--- src/rtl/regfile_write_queue_pkg.sv ---
// regfile_write_queue_pkg: register file geometry and write-queue sizing shared with the regfile
package regfile_write_queue_pkg;
    localparam int DEF_WIDTH = 32;
    localparam int DEF_ADDR_WIDTH = 5;
    localparam int DEF_DEPTH = 4;
    localparam int REGFILE_DEPTH = 32;
    localparam logic [DEF_ADDR_WIDTH-1:0] REG_ZERO = 5'd0;
endpackage

--- src/rtl/regfile_write_queue_fifo.sv ---
// regfile_write_queue_fifo: in-order entry storage, exposing every entry oldest-first with its valid bit
module regfile_write_queue_fifo #(
    parameter int WIDTH = 32,
    parameter int ADDR_WIDTH = 5,
    parameter int DEPTH = 4
) (
    input  logic                    clk,
    input  logic                    rst,
    input  logic                    push,
    input  logic [ADDR_WIDTH-1:0]   push_reg,
    input  logic [WIDTH-1:0]        push_data,
    input  logic                    pop,
    output logic [$clog2(DEPTH):0]  count,
    output logic                    full,
    output logic                    empty,
    output logic [ADDR_WIDTH-1:0]   entry_reg [DEPTH],
    output logic [WIDTH-1:0]        entry_data [DEPTH],
    output logic [DEPTH-1:0]        entry_valid
);
    localparam int PW = $clog2(DEPTH);
    localparam int CW = PW + 1;
    logic [ADDR_WIDTH-1:0] mem_reg [DEPTH];
    logic [WIDTH-1:0] mem_data [DEPTH];
    logic [PW-1:0] wr_ptr, rd_ptr;
    always_ff @(posedge clk) begin
        if (push) begin
            mem_reg[wr_ptr] <= push_reg;
            mem_data[wr_ptr] <= push_data;
        end
    end
    always_ff @(posedge clk) begin
        if (rst) begin
            wr_ptr <= '0;
            rd_ptr <= '0;
            count <= '0;
        end else begin
            wr_ptr <= wr_ptr + PW'(push);
            rd_ptr <= rd_ptr + PW'(pop);
            count <= count + CW'(push) - CW'(pop);
        end
    end
    assign full = count == CW'(DEPTH);
    assign empty = count == '0;
    for (genvar i = 0; i < DEPTH; i++) begin : g_age
        assign entry_reg[i] = mem_reg[rd_ptr + PW'(i)];
        assign entry_data[i] = mem_data[rd_ptr + PW'(i)];
        assign entry_valid[i] = count > CW'(i);
    end
endmodule

--- src/rtl/regfile_write_queue.sv ---
// regfile_write_queue: load/ALU write-back queue draining into the regfile write port with read bypass
module regfile_write_queue
    import regfile_write_queue_pkg::*;
#(
    parameter int WIDTH = DEF_WIDTH,
    parameter int ADDR_WIDTH = DEF_ADDR_WIDTH,
    parameter int DEPTH = DEF_DEPTH
) (
    input  logic                    Clk,
    input  logic                    Reset,
    input  logic                    MemValid,
    input  logic [ADDR_WIDTH-1:0]   MemRegister,
    input  logic [WIDTH-1:0]        MemData,
    output logic                    MemReady,
    input  logic                    AluValid,
    input  logic [ADDR_WIDTH-1:0]   AluRegister,
    input  logic [WIDTH-1:0]        AluData,
    output logic                    AluReady,
    input  logic                    DrainEnable,
    output logic [ADDR_WIDTH-1:0]   WriteRegister,
    output logic [WIDTH-1:0]        WriteData,
    output logic                    RegWrite,
    input  logic [ADDR_WIDTH-1:0]   ReadRegister1,
    input  logic [ADDR_WIDTH-1:0]   ReadRegister2,
    input  logic [WIDTH-1:0]        RegFileData1,
    input  logic [WIDTH-1:0]        RegFileData2,
    output logic [WIDTH-1:0]        ReadData1,
    output logic [WIDTH-1:0]        ReadData2,
    output logic [$clog2(DEPTH):0]  Count,
    output logic                    Full,
    output logic                    Empty
);
    localparam logic [ADDR_WIDTH-1:0] ZERO = ADDR_WIDTH'(REG_ZERO);
    logic push;
    logic [ADDR_WIDTH-1:0] push_reg;
    logic [WIDTH-1:0] push_data;
    logic [ADDR_WIDTH-1:0] entry_reg [DEPTH];
    logic [WIDTH-1:0] entry_data [DEPTH];
    logic [DEPTH-1:0] entry_valid;
    assign MemReady = !Reset && !Full;
    assign AluReady = !Reset && !Full && !MemValid;
    assign push_reg = MemValid ? MemRegister : AluRegister;
    assign push_data = MemValid ? MemData : AluData;
    assign push = ((MemValid && MemReady) || (AluValid && AluReady)) && push_reg != ZERO;
    assign RegWrite = !Empty && DrainEnable && !Reset;
    assign WriteRegister = Empty ? '0 : entry_reg[0];
    assign WriteData = Empty ? '0 : entry_data[0];
    regfile_write_queue_fifo #(
        .WIDTH(WIDTH),
        .ADDR_WIDTH(ADDR_WIDTH),
        .DEPTH(DEPTH)
    ) u_fifo (
        .clk(Clk),
        .rst(Reset),
        .push(push),
        .push_reg(push_reg),
        .push_data(push_data),
        .pop(RegWrite),
        .count(Count),
        .full(Full),
        .empty(Empty),
        .entry_reg(entry_reg),
        .entry_data(entry_data),
        .entry_valid(entry_valid)
    );
    always_comb begin
        ReadData1 = RegFileData1;
        ReadData2 = RegFileData2;
        for (int i = 0; i < DEPTH; i++) begin
            ReadData1 = (entry_valid[i] && entry_reg[i] == ReadRegister1 && ReadRegister1 != ZERO) ? entry_data[i] : ReadData1;
            ReadData2 = (entry_valid[i] && entry_reg[i] == ReadRegister2 && ReadRegister2 != ZERO) ? entry_data[i] : ReadData2;
        end
    end
endmodule

--- config.mk ---
export PLATFORM = sky130hd
export DESIGN_NAME = regfile_write_queue
export DESIGN_NICKNAME = d
export VERILOG_FILES = /design/src/rtl/regfile_write_queue_pkg.sv /design/src/rtl/regfile_write_queue_fifo.sv /design/src/rtl/regfile_write_queue.sv
export SDC_FILE = /design/constraint.sdc
export NUM_CORES = 1
export LEC_CHECK = 0
export CORE_MARGIN = 2
export CORE_UTILIZATION = 45
export DETAILED_ROUTE_END_ITERATION = 7
export GPL_TIMING_DRIVEN = 0
export PLACE_DENSITY = 0.72
export SETUP_SLACK_MARGIN = 0.02
export SLEW_MARGIN = 20
export SYNTH_ARGS = -nofsm -noshare
export SYNTH_HDL_FRONTEND = slang
export SYNTH_SLANG_ARGS = --single-unit
export TNS_END_PERCENT = 5
--- constraint.sdc ---
create_clock -name Clk -period 7.65 [get_ports Clk]
set_input_delay 2.295 -clock Clk [delete_from_list [all_inputs] [get_ports Clk]]
set_output_delay 2.295 -clock Clk [all_outputs]
set_load 0.005 [all_outputs]
# After elaboration in Yosys (flattened, before gate mapping)
# Memories as Yosys holds them, arrays and structs flattened. A register that Yosys moved wholly into a read port is not among the register bits.
# Index checks and enable logic that the tools add are counted.
[word_totals]
ff_bits = 7
ramBits = 148
in_bits = 153
out_inout_bits = 109
wordCells = 73
memories = 2
[op_classes]
n_addsub = 7
n_lt_le_gt_ge = 4
eq_ne = 9
muxes = 16
reduce_logical = 32
[memory_table]
columns = ["memory", "words", "word_bits", "read_ports", "rd_ports_with_merged_regs", "write_ports", "line", "rtl"]
rows = [
  ["u_fifo.mem_data", 4, 32, 4, 1, 1, "regfile_write_queue_fifo.sv:23", "logic [WIDTH-1:0] mem_data [DEPTH];"],
  ["u_fifo.mem_reg", 4, 5, 4, 1, 1, "regfile_write_queue_fifo.sv:22", "logic [ADDR_WIDTH-1:0] mem_reg [DEPTH];"],
]
[op_table]
columns = ["op", "count"]
rows = [
  ["32-bit two-way mux", 10],
  ["5-bit equality test", 8],
  ["1-bit logical AND", 23],
  ["5-bit nonzero test", 3],
  ["5-bit two-way mux", 2],
  ["3-bit by 1-bit > comparator with 1-bit output (second input constant)", 2],
  ["3-bit by 2-bit > comparator with 1-bit output (second input constant)", 2],
  ["2-bit by 1-bit adder with 2-bit output", 2],
  ["2-bit adder (second input constant)", 2],
  ["1-bit zero test", 4],
  ["2-bit two-way mux", 2],
  ["3-bit by 1-bit adder with 3-bit output", 1],
  ["3-bit equality test (second input constant)", 1],
  ["3-bit zero test", 1],
  ["3-bit by 1-bit subtractor with 3-bit output", 1],
  ["2-bit by 1-bit adder with 2-bit output (second input constant)", 1],
  ["1-bit two-way mux", 2],
  ["1-bit logical OR", 1],
]

# Longest topological paths before layout
# Gate-level depths: netlist (run 1).
[depth]
ltp_word = 9
ltp_mapped = 12
mapped_depth_nobuf = 10

# Hierarchy
# A second synthesis (run 1) with hierarchy kept.
[hier_totals]
cells_unflattened = 1009
hier_area_um2 = 13080.0
[modules_own_cells]
columns = ["mod", "n_inst", "cells_per_inst", "area_per_inst_um2"]
rows = [
  ["regfile_write_queue_fifo", 1, 372, 8469.4],
  ["regfile_write_queue", 1, 637, 4610.7],
]

# Worst setup path after synthesis (run 1)
# No wires, ideal clock.
[synth_path]
kind = "input-to-output"
from = "input port ReadRegister2[1]"
to = "output port ReadData2[27]"
t_arrival_ns = 4.048
t_required_ns = 5.355
slack_ns = 1.307
cell_stages = 9
path_buffers = 3
path_cell_list = "clkbuf_1 -> nor4_1 -> and2_1 -> and3b_1 -> o211a_1 -> buf_2 -> buf_2 -> a221oi_1 -> o22ai_1"
[synth_between]
elab_chain_len = 7
word_cells_on_any_way = 17
cone_classes = "4 x eq/ne; 4 x mux; 9 x reduce/logical"
[synth_rtl]
columns = ["item", "line", "rtl"]
rows = [
  ["start: declaration", "regfile_write_queue.sv:24", "input logic [ADDR_WIDTH-1:0] ReadRegister2,"],
  ["5-bit equality test", "regfile_write_queue.sv:71", "ReadData2 = (entry_valid[i] && entry_reg[i] == ReadRegister2 && ReadRegister2 != ZERO) ? entry_data[i] : ReadD ..."],
  ["1-bit logical AND (2 in a row)", "regfile_write_queue.sv:71", ""],
  ["32-bit two-way mux (3 in a row)", "regfile_write_queue.sv:71", ""],
  ["32-bit two-way mux (*)", "regfile_write_queue.sv:71", ""],
  ["end: declaration", "regfile_write_queue.sv:28", "output logic [WIDTH-1:0] ReadData2,"],
]
# Every way passes the cells marked *; elsewhere a longest branch is shown, timed or not.

# Worst setup path after layout (run 1)
[layout_path]
from = "input port ReadRegister2[3]"
to = "output port ReadData2[1]"
# Same word-level chain as after synthesis.

==> reports/results.tsv, run 1 <==
stage	metric	value	unit
outcome	status	complete, but fails checks	
outcome	failing checks	DRC, setup timing	
sta	final setup fails	4	
yosys	Yosys top cell area share	35.5	%
global_route	largest net degree at the start of global routing	22	
route	Initial DRT Pass Iterations	8	
yosys	Adder-Cell Fraction of Synth Area	0.859	%
power	clock share of power	23.4	%
clocking	Clock Sinks	155	
placement	port bufs	250	
worst_setup_path	Worst Path Max Fanout	10	
placement	placed inst area	15700	µm²
cells_and_area	Layout fillers	2363	
floorplanning	initial core utilization	45.4	%
yosys	YS warnings	0	
cells_and_area	sequential cell area	4580	µm²
cells_and_area	number of flip-flops in the largest register	128	
power	leakage dissipation	0.00527	µW
placement	Placed Instances	1830	
clocking	# H-tree levels	4	
worst_setup_path	Worst setup EP type	output pin	
yosys	number of flops mapped to enable cells by yosys	148	
floorplanning	die area	29200	µm²
yosys	synthesized area per cell	10.6	µm²
min_path	Tightest Hold Check Type	flip-flop to flip-flop	
sta	f_max	0.128	GHz
sta	PnR worst setup slack	-0.160	ns
clocking	total CTS buffers	17	
global_route	Total GRT Usage	35.0	%
yosys	Post-Synth Simple-Gate Area	11.9	%
yosys	Synth Cell Area	12500	µm²
worst_setup_path	CP dominant cell by count	clkbuf_1	
power	register share of total power	27.9	%
sta	endpoints failing hold	0	
worst_setup_path	Worst path slowest cell	nor4b_2	
power	Switching Fraction	39.1	%
worst_setup_path	startpoint types	input port	
clocking	worst-skew pair later-pin latency	0.45	ns
power	Combinational Power Share	48.7	%
clocking	clock tree root driver cell	clkbuf_16	
yosys	post-synthesis sequential area ratio	36.6	%
min_path	hold path startpoint	u_fifo.wr_ptr[1]	
job	number of max-cap violations	0	
route	drt first-iter violations	1959	
cells_and_area	Finished Layout Cells	1864	
sta	Clock Skew	0.0149	ns
clocking	CTS tree	yes	
sta	final max-slew violation count	0	
route	wire per inst	27.9	µm
cells_and_area	final core utilization	59.2	%
worst_setup_path	crit-path cells	clkbuf_1 > xnor2_1 > nand4_1 > nor4b_2 > clkbuf_1 > a221oi_1 > o22ai_1 > clkdlybuf4s50_1	
yosys	post-synthesis compound-gate area fraction	19.9	%
worst_setup_path	Top delay family on crit path	buffers and inverters	
yosys	main combinational cell family by area after synthesis	multiplexers	
yosys	ys flop type	edfxtp_1	
worst_setup_path	Worst Setup SP	ReadRegister2[3]	
yosys	ys async rst share	0	%
global_route	number of global-route vias before repair	12100	
yosys	Cells after Synth	1187	
yosys	Synth Area in XOR/XNOR	2.66	%
floorplanning	Core ar.	27600	µm²
route	via count	12500	
worst_setup_path	Arr. time, crit path	5.52	ns
worst_setup_path	CP max stage delay	0.74	ns
floorplanning	Site Rows	61	
yosys	Area contributors post-synth	edfxtp_1, mux4_2, mux2i_1	
yosys	mux share of post-synthesis cell area	23.0	%
placement	Final HPWL DP	37500	µm
sta	slew margin rel.	23.9	%
sta	ratio of final minimum period to clock period	102	%
cells_and_area	commonest non-fill, non-tap cells in the layout	clkdlybuf4s50_1, edfxtp_1, mux2i_1	
cells_and_area	# nets final	1632	
sta	setup TNS	-0.315	ns
clocking	Post-CTS Hold Buffers	0	
sta	Worst Tran Pin Value	1.14	ns
power	switching power	1510	µW
route	post-route ant nets	0	
global_route	total gr overflow	0	
yosys	#FFs+latches synth	155	
cells_and_area	Area Overhead vs Synth	30.6	%
worst_setup_path	WS Path Type	input port to output pin	
yosys	largest area contributor in the synthesized netlist	edfxtp_1	
clocking	Worst-path clk slew	0.08	ns
worst_setup_path	crit path buf inv count	3	
cells_and_area	ratio of cells with drive above 1 in the final layout	16.2	%
yosys	net count after synthesis	1348	
route	Residual DRC	4	
route	Vias per Instance	6.72	
global_route	initial antenna violation count	2	
floorplanning	die width	171	µm
worst_setup_path	RR Startpoint	u_fifo.count[0]	
power	pwr dens	235	nW/µm²
yosys	count of cell types in the netlist	63	
floorplanning	IO Pins	262	
power	Max IR drop VDD	0.000178	V
floorplanning	die height	171	µm
global_route	first-pass GRT wire length	75000	µm
power	Tot Pwr	3850	µW
power	Internal	2340	µW
worst_setup_path	Critical Path RT	5.36	ns
clocking	Max Buffers Root-to-Sink	2	
sta	fin crit period	7.81	ns
route	DRT Wirelength	52000	µm
sta	RSZ-0062 raised after global routing	yes	
cells_and_area	commonest non-fill, non-tap cell in the layout	clkdlybuf4s50_1	
cells_and_area	multi-input logic area	7360	µm²
cells_and_area	post-route cell area	16400	µm²
placement	placer congestion estimate	0.993	
-- worst paths after layout --
path,endpoint,slack (ns),cells past startpoint
max reg2reg,u_fifo.count[2],4.40,10
max,ReadData2[1],-0.16,8
min reg2reg,u_fifo.wr_ptr[1],0.59,2
min,u_fifo.wr_ptr[1],0.59,2
-- layer usage --
metal	vias to the layer above	track usage, %	routed length, µm
met5	-	1.22	46
met4	2	18.2	2980
met3	249	9.21	6920
met2	1052	53.4	22900
met1	5993	45.7	19200
li1	5238	-	-
-- metrics by stage --
| stage | setup slack, ns | hold slack, ns |
|---|---|---|
| CTS | 0.0802 | 0.594 |
| global placement | -2.26 | 0.538 |
| floorplan | 1.31 | 0.520 |
| detailed placement | -0.0249 | 0.578 |
| global route | -0.0612 | 0.647 |
| finish | -0.160 | 0.588 |
-- worst register-to-register path, cell delays in order, from the launching register on --
cell      delay (ns)
dfxtp_1         0.39
nor3_1          0.56
clkbuf_1        0.72
nor3b_1         0.24
ha_1            0.35
inv_1           0.05
ha_1            0.13
inv_1           0.05
fa_1            0.40
xnor2_1         0.18
nor2_1          0.05
-- layout make-up --
type,count,area share (%)
Antenna cell,2,0.0306
Buffer,117,3.69
Clock buffer,18,2.62
Clock inverter,14,1.10
Inverter,12,0.275
Multi-Input combinational cell,902,45.0
Sequential cell,155,28.0
Tap cell,378,2.89
Timing Repair Buffer,266,16.4
-- repair_timing --
item | CTS | global route
gates resized for setup | 2 | 20
setup endpoints to repair | 4 | 43
pin swaps | 0 | 1
setup buffers | 0 | 1
endpoints found under the hold margin | 0 | 0
-- Yosys cell counts, types with 9 or more instances --
master	instances
nor2_1	90
mux4_2	56
nand2_1	48
a21oi_1	68
o211ai_1	40
nand3_1	15
o211a_1	11
mux2i_1	95
xnor2_1	34
edfxtp_1	148
a31oi_1	9
buf_6	13
a2111oi_0	15
nor2b_1	67
o31ai_1	26
inv_1	12
o21ai_0	27
clkbuf_1	62
a221oi_1	20
mux2_2	60
buf_2	29
nor3_1	26
o22ai_1	18
a21boi_0	23
a211oi_1	79
-- logic make-up after synthesis --
family | count (synthesis)
muxes | 211
DFF | 155
adders and majority gates | 8
buffers and inverters | 130
and+or+nand+nor | 289
AOI/OAI and AO/OA | 356
xor gates and xnor gates | 38
-- power by group through the flow --
| stage | Sequential (µW) | Combinational (µW) | Clock (µW) |
|---|---|---|---|
| after global placement | 1100 | 1780 | 0 |
| final | 1070 | 1870 | 902 |
| after global routing | 1080 | 1960 | 926 |
| after detailed placement | 1090 | 1810 | 0 |
| after floorplan | 1080 | 934 | 0 |
| after CTS | 1070 | 1820 | 895 |
(Power assumes the default switching activity.)
==> run 2, diff against run 1 <==
--- a/config.mk
+++ b/config.mk
@@ -7,6 +7,7 @@
 export LEC_CHECK = 0
 export CORE_MARGIN = 2
 export CORE_UTILIZATION = 45
+export CTS_BUF_LIST = sky130_fd_sc_hd__clkbuf_16
 export DETAILED_ROUTE_END_ITERATION = 7
 export GPL_TIMING_DRIVEN = 0
 export PLACE_DENSITY = 0.72
==> reports/results.tsv, run 2 (synthesized netlist as in run 1, its figures left out) <==
stage	metric	value	unit	change
power	pwr dens	235	nW/µm²	about the same
sta	ratio of final minimum period to clock period	101	%	-0.94 points
route	post-route ant nets	0		unchanged
global_route	largest net degree at the start of global routing	22		unchanged
clocking	# H-tree levels	4		unchanged
worst_setup_path	Arr. time, crit path	5.44	ns	-0.08 ns
worst_setup_path	crit-path cells	clkbuf_1 > xnor2_1 > nand4_1 > nor4b_2 > clkbuf_1 > a221oi_1 > o22ai_1 > clkdlybuf4s50_1		
worst_setup_path	Worst setup EP type	output pin		
worst_setup_path	Critical Path RT	5.36	ns	about the same
sta	fin crit period	7.74	ns	-0.0720 ns
sta	PnR worst setup slack	-0.0884	ns	+0.0720 ns
placement	placer congestion estimate	0.993		unchanged
clocking	clock tree root driver cell	clkbuf_16		
cells_and_area	commonest non-fill, non-tap cells in the layout	clkdlybuf4s50_1, edfxtp_1, mux2i_1		
worst_setup_path	crit path buf inv count	3		unchanged
worst_setup_path	Worst Path Max Fanout	10		unchanged
route	Residual DRC	0		-4
outcome	status	complete, but fails checks		
min_path	hold path depth	2		unchanged
sta	Clock Skew	0.0152	ns	+0.000305 ns
power	leakage dissipation	0.00527	µW	about the same
worst_setup_path	cell depth of the worst setup path	8		unchanged
cells_and_area	commonest non-fill, non-tap cell in the layout	clkdlybuf4s50_1		
floorplanning	Core ar.	27600	µm²	unchanged
worst_setup_path	startpoint types	input port		
route	Vias per Instance	6.76		+0.46%
global_route	Total GRT Usage	35.0	%	unchanged
worst_setup_path	Worst path slowest cell	nor4b_2		
sta	final setup fails	4		unchanged
sta	setup TNS	-0.209	ns	+0.107 ns
sta	Worst Tran Pin Value	1.12	ns	-0.0180 ns
sta	final max-slew violation count	0		unchanged
placement	port bufs	250		unchanged
worst_setup_path	CP max stage delay	0.73	ns	about the same
sta	endpoints failing hold	0		unchanged
floorplanning	die height	171	µm	unchanged
sta	f_max	0.129	GHz	+0.93%
clocking	Worst-path clk slew	0.07	ns	about the same
sta	RSZ-0062 raised after global routing	yes		
worst_setup_path	CP dominant cell by count	clkbuf_1		
outcome	failing checks	setup timing		
global_route	total gr overflow	0		unchanged
route	DRT Wirelength	51800	µm	-0.36%
route	Initial DRT Pass Iterations	6		-2
cells_and_area	number of flip-flops in the largest register	128		unchanged
global_route	first-pass GRT wire length	75000	µm	about the same
clocking	total CTS buffers	17		unchanged
route	drt first-iter violations	2021		+3.2%
floorplanning	Site Rows	61		unchanged
route	wire per inst	27.8	µm	-0.36%
floorplanning	IO Pins	262		unchanged
global_route	initial antenna violation count	2		unchanged
worst_setup_path	WS Path Type	input port to output pin		
global_route	number of global-route vias before repair	12100		+0.0082%
cells_and_area	Finished Layout Cells	1864		unchanged
clocking	worst-skew pair later-pin latency	0.44	ns	about the same
placement	Placed Instances	1830		unchanged
floorplanning	initial core utilization	45.4	%	unchanged
floorplanning	die width	171	µm	unchanged
job	number of max-cap violations	0		unchanged
cells_and_area	ratio of cells with drive above 1 in the final layout	16.2	%	unchanged
cells_and_area	Area Overhead vs Synth	30.6	%	unchanged
sta	Hold WS	0.593	ns	+0.00500 ns
cells_and_area	# nets final	1632		unchanged
worst_setup_path	r2r worst-path depth	10		unchanged
power	Max IR drop VDD	0.000177	V	-0.39%
route	via count	12600		+0.46%
clocking	CTS tree	yes		
placement	Final HPWL DP	37500	µm	unchanged
min_path	Tightest Hold Check Type	flip-flop to flip-flop		
clocking	Clock Sinks	155		unchanged
sta	slew margin rel.	25.1	%	+1.2 points
worst_setup_path	Top delay family on crit path	buffers and inverters		
floorplanning	die area	29200	µm²	unchanged
clocking	Max Buffers Root-to-Sink	2		unchanged
==> run 2: path summary, 6_finish.rpt <==
kind | slack, ns | to | start
setup / recovery | -0.09 | ReadData2[1] | ReadRegister2[3]
hold / removal | 0.59 | u_fifo.wr_ptr[1] | u_fifo.wr_ptr[1]
setup reg to reg | 4.39 | u_fifo.count[2] | u_fifo.count[0]
hold reg to reg | 0.59 | u_fifo.wr_ptr[1] | u_fifo.wr_ptr[1]
==> run 2: stage by stage <==
step / cell area (µm²) / total power [µW] / worst slack [ns] / utilization [%]
2_1_floorplan: 12500 / 2010 / 1.31 / -
3_5_place_dp: 15700 / 2900 / -0.0249 / 56.8
6_report: 16400 / 3850 / -0.0884 / 59.2
4_1_cts: 16300 / 3790 / 0.0802 / 59.1
5_1_grt: 16400 / 3970 / -0.0612 / 59.2
3_3_place_gp: 15500 / 2880 / -2.26 / 56.1
==> run 2: where the power goes <==
part | switching [µW] | internal [µW]
combinational | 1040 | 830
sequential | 57.6 | 1020
clock | 404 | 495
total | 1500 | 2340
==> run 2: final cells by class <==
type,count,area [µm²]
Clock buffer,17,425
Multi-Input combinational cell,902,7360
Timing Repair Buffer,266,2680
Fill cell,2363,11300
Antenna cell,2,5.00
Tap cell,378,473
Clock inverter,15,184
Inverter,12,45.0
Sequential cell,155,4580
Buffer,117,604
==> run 2: repair_timing <==
action / in CTS / in global routing
buffers inserted: 0 / 1
endpoints found under the setup margin: 4 / 43
pin swaps: 0 / 1
resized for setup: 2 / 20
hold buffers: 0 / 0
endpoints found under the hold margin: 0 / 0
==> run 2: worst reg2reg max path: cells and delay by family (launching register included) <==
family                     cells  cell delay [ns]
xor gates and xnor gates       1             0.18
adders and majority gates      3             0.88
buffers and inverters          3             0.83
DFF                            1             0.39
and+or+nand+nor                3             0.85
==> run 2: layer usage <==
| layer | share of wire [%] | GRT usage (%) |
|---|---|---|
| met5 | 0.091 | 1.22 |
| met4 | 5.4 | 18.4 |
| met3 | 13 | 9.21 |
| met2 | 44 | 53.4 |
| met1 | 37 | 45.7 |
